`src/rtl/shader_instr_sequencer.sv`:
```
// Shader program store with a one-entry load buffer, replayed per start pulse over valid/ready.
// Optional build macro SHADER_SEQ_SKIP_NOP_EN: NOP_OPCODE slots are stepped over without a handshake.
module shader_instr_sequencer #(
  parameter int NUM_INSTR = 8,
  parameter int INSTR_W = 8,
  parameter logic [INSTR_W-1:0] NOP_OPCODE = '0
) (
  input  logic               clk_i,
  input  logic               rst_ni,
  input  logic               load_i,
  input  logic [INSTR_W-1:0] load_instr_i,
  input  logic               start_i,
  output logic [INSTR_W-1:0] instr_o,
  output logic               instr_valid_o,
  input  logic               instr_ready_i,
  output logic               instr_last_o,
  output logic               done_o,
  output logic               busy_o,
  output logic               start_miss_o,
  output logic               overflow_o,
  input  logic               clr_overflow_i
);

  localparam int PC_W = $clog2(NUM_INSTR);
  localparam logic [PC_W-1:0] PC_LAST = PC_W'(NUM_INSTR - 1);

`ifdef SHADER_SEQ_SKIP_NOP_EN
  localparam bit SKIP_EN = 1'b1;
`else
  localparam bit SKIP_EN = 1'b0;
`endif

  typedef enum logic {
    IDLE,
    RUN
  } state_t;

  state_t state_q, state_d;

  logic [INSTR_W-1:0] mem_q [NUM_INSTR];
  logic [PC_W-1:0]    pc_q;
  logic [INSTR_W-1:0] pend_q;
  logic               pend_vld_q;
  logic               done_q;
  logic               miss_q;
  logic               ovf_q;

  logic run;
  logic pc_last;
  logic skip_nop;
  logic advance;
  logic commit;
  logic drop;

  assign run      = (state_q == RUN);
  assign pc_last  = (pc_q == PC_LAST);
  assign skip_nop = SKIP_EN && run && (mem_q[pc_q] == NOP_OPCODE);
  // Start wins over a waiting commit so the run sees the old program.
  assign commit   = !run && !start_i && pend_vld_q;
  assign drop     = load_i && pend_vld_q && !commit;

  always_ff @(posedge clk_i or negedge rst_ni) begin
    if (!rst_ni) begin
      state_q <= IDLE;
    end else begin
      state_q <= state_d;
    end
  end

  always_comb begin
    state_d = state_q;
    unique case (state_q)
      IDLE: if (start_i) state_d = RUN;
      RUN:  if (advance && pc_last) state_d = IDLE;
      default: state_d = IDLE;
    endcase
  end

  always_comb begin
    instr_o       = mem_q[pc_q];
    instr_valid_o = run && !skip_nop;
    instr_last_o  = run && pc_last;
    busy_o        = run;
    advance       = skip_nop || (instr_valid_o && instr_ready_i);
    done_o        = done_q;
    start_miss_o  = miss_q;
    overflow_o    = ovf_q;
  end

  always_ff @(posedge clk_i or negedge rst_ni) begin
    if (!rst_ni) begin
      pc_q <= '0;
    end else if (!run && start_i) begin
      pc_q <= '0;
    end else if (advance) begin
      pc_q <= pc_last ? '0 : pc_q + 1'b1;
    end
  end

  always_ff @(posedge clk_i or negedge rst_ni) begin
    if (!rst_ni) begin
      pend_q     <= '0;
      pend_vld_q <= 1'b0;
    end else if (load_i && (!pend_vld_q || commit)) begin
      pend_q     <= load_instr_i;
      pend_vld_q <= 1'b1;
    end else if (commit) begin
      pend_vld_q <= 1'b0;
    end
  end

  always_ff @(posedge clk_i or negedge rst_ni) begin
    if (!rst_ni) begin
      for (int i = 0; i < NUM_INSTR; i++) mem_q[i] <= '0;
    end else if (commit) begin
      for (int i = 0; i < NUM_INSTR - 1; i++) mem_q[i] <= mem_q[i+1];
      mem_q[NUM_INSTR-1] <= pend_q;
    end
  end

  always_ff @(posedge clk_i or negedge rst_ni) begin
    if (!rst_ni) begin
      done_q <= 1'b0;
      miss_q <= 1'b0;
      ovf_q  <= 1'b0;
    end else begin
      done_q <= run && advance && pc_last;
      miss_q <= run && start_i;
      if (drop) begin
        ovf_q <= 1'b1;
      end else if (clr_overflow_i) begin
        ovf_q <= 1'b0;
      end
    end
  end

endmodule

```
`config.mk`:
```
export PLATFORM = sky130hd
export DESIGN_NAME = shader_instr_sequencer
export DESIGN_NICKNAME = d
export VERILOG_FILES = /design/src/rtl/shader_instr_sequencer.sv
export SDC_FILE = /design/constraint.sdc
export NUM_CORES = 1
export LEC_CHECK = 0
export ABC_AREA = 1
export CORE_UTILIZATION = 45
export CTS_CLUSTER_DIAMETER = 50
export DETAILED_ROUTE_END_ITERATION = 10
export GPL_ROUTABILITY_DRIVEN = 1
export GPL_TIMING_DRIVEN = 0
export PLACE_DENSITY = 0.62
export SETUP_SLACK_MARGIN = 0.3
export SYNTH_ARGS = -nofsm -noshare
export SYNTH_HDL_FRONTEND = slang
export SYNTH_SLANG_ARGS = --single-unit
```
`constraint.sdc`:
```
create_clock -name clk_i -period 1.8 [get_ports clk_i]
set_clock_uncertainty 0.2 [all_clocks]
set_input_delay 0.36 -clock clk_i [delete_from_list [all_inputs] [get_ports clk_i]]
set_output_delay 0.36 -clock clk_i [all_outputs]
set_load 0.005 [all_outputs]
```
==> results.md, run 1 <==
- Distinct cell type count after synthesis: 21
- Avg WL per Cell: about 17 um
- Min-Delay Path Class: input port to async pin
- Clk buf depth: 2
- Status: finished with violations
- Tmin final: between 2000 and 2500 ps
- CTS tree: yes
- Max-slew violation count: 0
- First-pass GRT wire length: 16.7 mm
- Fill cells: ~610
- Row cnt: 34
- Failing checks: negative setup slack
- Hpwl dp: 6.22 mm
- Final Hold Viols: 0
- Die W: just under 100 um
- PortBufs: 26
- Pin count of the biggest net entering global routing: 60
- Crit. End Element: output pin
- Arrival time at the worst endpoint: roughly 1600 ps
- Gr usage total: 0.223
- Pwr/cell area: around 1500 mW/mm^2
- Layout cell share with drive strength beyond 1: 0.523
- Post-Syn Nets: 510
- Crit Path Category: flop to output pin
- RSZ-0062 raised after global routing: true
- Grt ovf: 0
- Vias in the first global route: 3403
- Die height: 98.4 um
- Setup WS pre-CTS: -423 ps
- Iteration-0 DRC Markers: 93
- Drt first pass iters: 6
- Most common cell after layout, fill and taps aside: nand2_1
- Residual DRC: 0
- Avg Cell Area, Syn: ~8.5 um^2
- Vias: 3454
- Maximum VDD drop: between 0.0008 and 0.0009 V
- Crit start category: flop
- Worst path required time: between 1000 and 1500 ps
- CTS H-tree lvls: 3
- Yosys reg bits: 80
- Post-Route WL: about 11 mm
- DIE AREA: approximately 0.0097 mm^2
- Fin nets: just under 600
- Worst-Skew Late Latency: ~360 ps
- Synthesized netlist cell count: around 490
- Post-Synthesis Cell Area: roughly 0.0042 mm^2
- # diodes: 0
- Setup_tns: -3020 ps
- Max-Cap Viols: 0
- CTS Sinks: 80
- Non-filler cells, final: 680
- Dpl cells: 628
- Maximum fanout along the worst path: 6
- Final Setup Violations: 9
- Area delta synth->final: 51.6%
- Tcrit/Tclk final: 1.21
- DRT antenna net count: 0
- Initial core utilization: 0.473
- P_leak: between 0.002 and 0.003 uW
- CTS Root Cell: clkbuf_8
- Fmax: between 0.4 and 0.5 GHz
- Slew at the pin with the worst max-slew slack: roughly 850 ps
- Clock transition at the registers of the reported paths: around 90 ps
- Placer's final routability congestion estimate: around 0.76
- Core Area: between 0.008 and 0.009 mm^2
- Setup ws final: -380 ps
- Synth Warn #: 0
- Inserted Clock Buffers: 9
- Antenna violations before repair: 0
- IO Count: 28
- Most frequent cells in the layout: nand2_1 (84), dfrtp_1 (79), inv_1 (72)
- Worst rel slew slack: 0.435
- Vias per cell: 5.08
- Final hold slack: between 200 and 250 ps
- Sequential cell area fraction in the yosys report: 0.478
- Pwr Total: 9220 uW
[worst paths after layout]
path / startpoint / endpoint / slack (ps) / cells past startpoint
setup reg to reg: busy_o / mem_q[40] / 50 / 9
min in group clk_i: pend_q[1] / pend_q[1] / 300 / 2
hold / removal: rst_ni / mem_q[62] / 230 / 2
hold reg to reg: pend_q[1] / pend_q[1] / 300 / 2
max in group asynchronous: rst_ni / mem_q[28] / 540 / 3
setup / recovery: pc_q[0] / instr_o[5] / -380 / 9
[final cells by class]
cell class              instances  area, um^2  share of cell area
plain buffers                  28         425              0.0671
clock buffers                  13         169              0.0266
clock inverters                 3        15.0             0.00237
inverters                      76         317              0.0499
multi-input cells             309        2440               0.384
flip-flops and latches         80        2000               0.316
well taps                     108         135              0.0213
repair buffers                 63         841               0.133
[report_power, final]
part | switching (uW) | internal [uW] | leakage (uW)
logic | 2780 | 2460 | 0.00182
clock network | 646 | 609 | 0.0000992
registers | 420 | 2300 | 0.00104
[state kept, by name, summed over array words and instances (netlist names)]
name / flops
busy_o: 1
done_o: 1
mem_q: 64
overflow_o: 1
pc_q: 3
pend_q: 8
pend_vld_q: 1
start_miss_o: 1
[per-stage QoR]
step                      utilization  area [um^2]
after global routing            0.717         6340
after global placement          0.521         4610
after floorplan                     -         4220
after CTS                       0.634         5610
after detailed placement        0.524         4640
final                           0.717         6340
[layer usage]
layer / share of wire / up-vias / track usage
met4: 0.019 / 0 / 0.0723
met3: 0.026 / 21 / 0.0333
met2: 0.54 / 46 / 0.410
met1: 0.42 / 1709 / 0.267
met5: 0 / - / 0
li1: - / 1678 / -
[cells by family after synthesis]
logic type / after synthesis / synth area share
simple gates: 236 / 0.233
buf+inv: 104 / 0.138
flops: 80 / 0.478
compound gates: 70 / 0.142
fa+ha+maj: 3 / 0.00897
[synth_stat cells]
cell      count  share of area
clkinv_1      1        0.00090
o21ai_2      56           0.12
clkbuf_1      1        0.00090
buf_4         3         0.0054
buf_12        2         0.0096
o21ai_0       3         0.0036
buf_2         7         0.0084
o22ai_1       3         0.0045
nor2_1        9         0.0081
dfrtp_1      80           0.48
clkinv_2      1         0.0012
nand3_4       1         0.0042
buf_8         5          0.018
inv_2         2         0.0018
a21oi_2       8          0.017
nand3_1      41          0.049
nand2_1     175           0.16
ha_1          3         0.0090
nand2_2      10          0.015
inv_1        72          0.065
buf_6        10          0.027
[worst max-delay path: stages, from the launching register on]
cell and delay, ps:
dfrtp_1 390, buf_6 150, buf_6 130, buf_8 140, nand2_4 50, nand3_2 50, nand2_1 60, nand2_1 70
nand2_1 100, buf_2 110
[timing repair]
item | CTS | global route
hold buffers | 1 | 0
cloned | 4 | 12
setup buffers | 15 | 4
endpoints found under the hold margin | 21 | 0
pin swaps | 23 | 46
gates resized for setup | 208 | 102
endpoints found under the setup margin | 14 | 87
No activity file was read; power rests on OpenSTA's default activity.
==> inputs of run 2 (changes only) <==
==> constraint.sdc (replaced) <==
create_clock -name clk_i -period 1.8 [get_ports clk_i]
set_clock_uncertainty 0.2 [all_clocks]
set_input_delay 0.45 -clock clk_i [delete_from_list [all_inputs] [get_ports clk_i]]
set_output_delay 0.45 -clock clk_i [all_outputs]
set_load 0.005 [all_outputs]
==> results.md, run 2 (same netlist as run 1, synthesis figures left out) <==
- Pwr/cell area: 1470 mW/mm^2 (+1.0%)
- Final Setup Violations: 9 (unchanged)
- CTS H-tree lvls: 3 (unchanged)
- Die height: 98.4 um (unchanged)
- Crit. End Element: output pin
- Tmin final: 2380 ps (+195 ps)
- Hpwl dp: 6.15 mm (-1.2%)
- Fill cells: 651 (+6.0%)
- Clock transition at the registers of the reported paths: 90 ps (about the same)
- CTS tree: yes
- CTS Root Cell: clkbuf_8
- Avg WL per Cell: 16.5 um (-1.4%)
- Vias per cell: 5.03 (-0.90%)
- IO Count: 28 (unchanged)
- Reg2reg path depth: 9 (unchanged)
- RSZ-0062 raised after global routing: true
- DRT antenna net count: 0 (unchanged)
- Max-slew violation count: 0 (unchanged)
- Reg2reg start: busy_o
- Core Area: 0.00885 mm^2 (unchanged)
- Setup ws final: -575 ps (-195 ps)
- Antenna violations before repair: 0 (unchanged)
- Worst-Skew Late Latency: 370 ps (about the same)
- Fin nets: 582 (-0.34%)
- Inserted Clock Buffers: 9 (unchanged)
- Final Hold Viols: 0 (unchanged)
- Worst rel slew slack: 0.482 (+0.0473)
- First-pass GRT wire length: 16.5 mm (-1.3%)
- Crit-path max cell delay: 420 ps (+30 ps)
- Die W: 98.4 um (unchanged)
- Crit start category: flop
- Final Core Density: 0.702 (-0.0146)
- DIE AREA: 0.00969 mm^2 (unchanged)
- CP cell instances: buf_12, inv_12, buf_12, buf_16, nand2_4, nand3_2, nand2_2, nand2_2, nand2_1, buf_2
- Iteration-0 DRC Markers: 145 (+56%)
- Row cnt: 34 (unchanged)
- P_leak: 0.00296 uW (about the same)
- Initial core utilization: 0.473 (unchanged)
- Vias: 3413 (-1.2%)
- Area delta synth->final: 48.5%
- Post-Route WL: 11.2 mm (-1.7%)
- Largest regs: mem_q x64, pend_q x8, pc_q x3
- Max-Cap Viols: 0 (unchanged)
- Gr usage total: 0.222 (-0.000959)
- Crit Path Category: flop to output pin
- Clk buf depth: 2 (unchanged)
- PortBufs: 26 (unchanged)
- CP max-delay cell: dfrtp_1
- R2R Setup Slk: 0 ps (-50 ps)
- Most common cell after layout, fill and taps aside: nand2_1
- Tcrit/Tclk final: 1.32 (+0.108)
- Max FFs per register: 64 (unchanged)
- Placed Area: 0.00464 mm^2 (+0.16%)
- Most frequent cells in the layout: nand2_1 (95), dfrtp_1 (79), inv_1 (72)
- Placer's final routability congestion estimate: 0.809 (+6.8%)
- Drt first pass iters: 6 (unchanged)
- Final Instance Area: 0.00621 mm^2 (-2.0%)
- Maximum VDD drop: 0.000709 V (-13%)
- Fmax: 0.421 GHz (-8.2%)
- Worst setup path end: instr_o[5]
- Failing checks: negative setup slack
- Pwr Total: 9120 uW (-1.0%)
- Vias in the first global route: 3278 (-3.7%)
- Pin count of the biggest net entering global routing: 61 (+1.7%)
- Status: finished with violations
- # diodes: 0 (unchanged)
- Grt ovf: 0 (unchanged)
- Residual DRC: 0 (unchanged)
- Layout cell share with drive strength beyond 1: 0.488 (-0.0350)
- Critical R2R Capture: mem_q[20]
- Min-Delay Path Class: flop to flop
- Critical Path Source: pc_q[0]
- Maximum fanout along the worst path: 7 (+1)
- Most flops, register: mem_q
- Slew at the pin with the worst max-slew slack: 777 ps (-70.9 ps)
- Arrival time at the worst endpoint: 1730 ps (+110 ps)
- CTS Sinks: 80 (unchanged)
- Worst path required time: 1150 ps (-90 ps)
==> run 2: how the worst min path moves through the flow <==
stage / startpoint / endpoint / slack (ps) / cells after the start
2_1_floorplan: rst_ni / busy_o / -50 / 0
3_3_place_gp: pend_q[6] / pend_q[6] / 260 / 2
3_5_place_dp: rst_ni / mem_q[63] / 160 / 1
4_1_cts: pend_q[2] / pend_q[2] / 280 / 2
5_1_grt: pend_q[2] / pend_q[2] / 310 / 2
6_report: pend_q[2] / pend_q[2] / 290 / 2
==> run 2: final cells by class <==
class	instances	area, um^2	area share
clock inverter	7	96.3	0.0155
timing repair buffer	60	790	0.127
sequential	80	2000	0.322
buffer	28	465	0.0749
inverter	76	317	0.0509
clock buffer	9	124	0.0199
timing repair inverter	1	11.3	0.00181
tap	108	135	0.0217
multi-input combinational	309	2270	0.366
==> run 2: critical path, delay by kind of cell (launching register included) <==
family | cells | cell delay [ps]
DFF | 1 | 420
buffers and inverters | 5 | 590
and+or+nand+nor | 5 | 340
==> run 2: metal layers <==
layer / wire length (um) / GRT usage
met5: 0 / 0
met4: 227 / 0.0712
met3: 313 / 0.0362
met2: 5990 / 0.399
met1: 4670 / 0.272
==> run 2: metrics by stage <==
stage          hold WS, ps  cells  setup TNS (ps)  setup slack, ps
2_1_floorplan        -45.6    493               0              213
3_5_place_dp           163    628           -8380             -519
6_report               289    678           -4600             -575
3_3_place_gp           259    627         -237860            -2890
5_1_grt                314    678           -5440             -626
4_1_cts                283    663           -4440             -530
==> run 2: power breakdown <==
group,total [uW],internal [uW],switching (uW)
sequential,2730,2300,425
clock,1490,783,705
combinational,4900,2310,2590
total,9120,5400,3720
==> run 2: timing repair <==
item | 4_1_cts | 5_1_grt
gates resized for setup | 197 | 83
buffers inserted | 13 | 4
hold endpoints to repair | 20 | 0
hold buffers | 1 | 0
pin swaps | 12 | 35
gates cloned | 5 | 11
setup endpoints to repair | 16 | 89
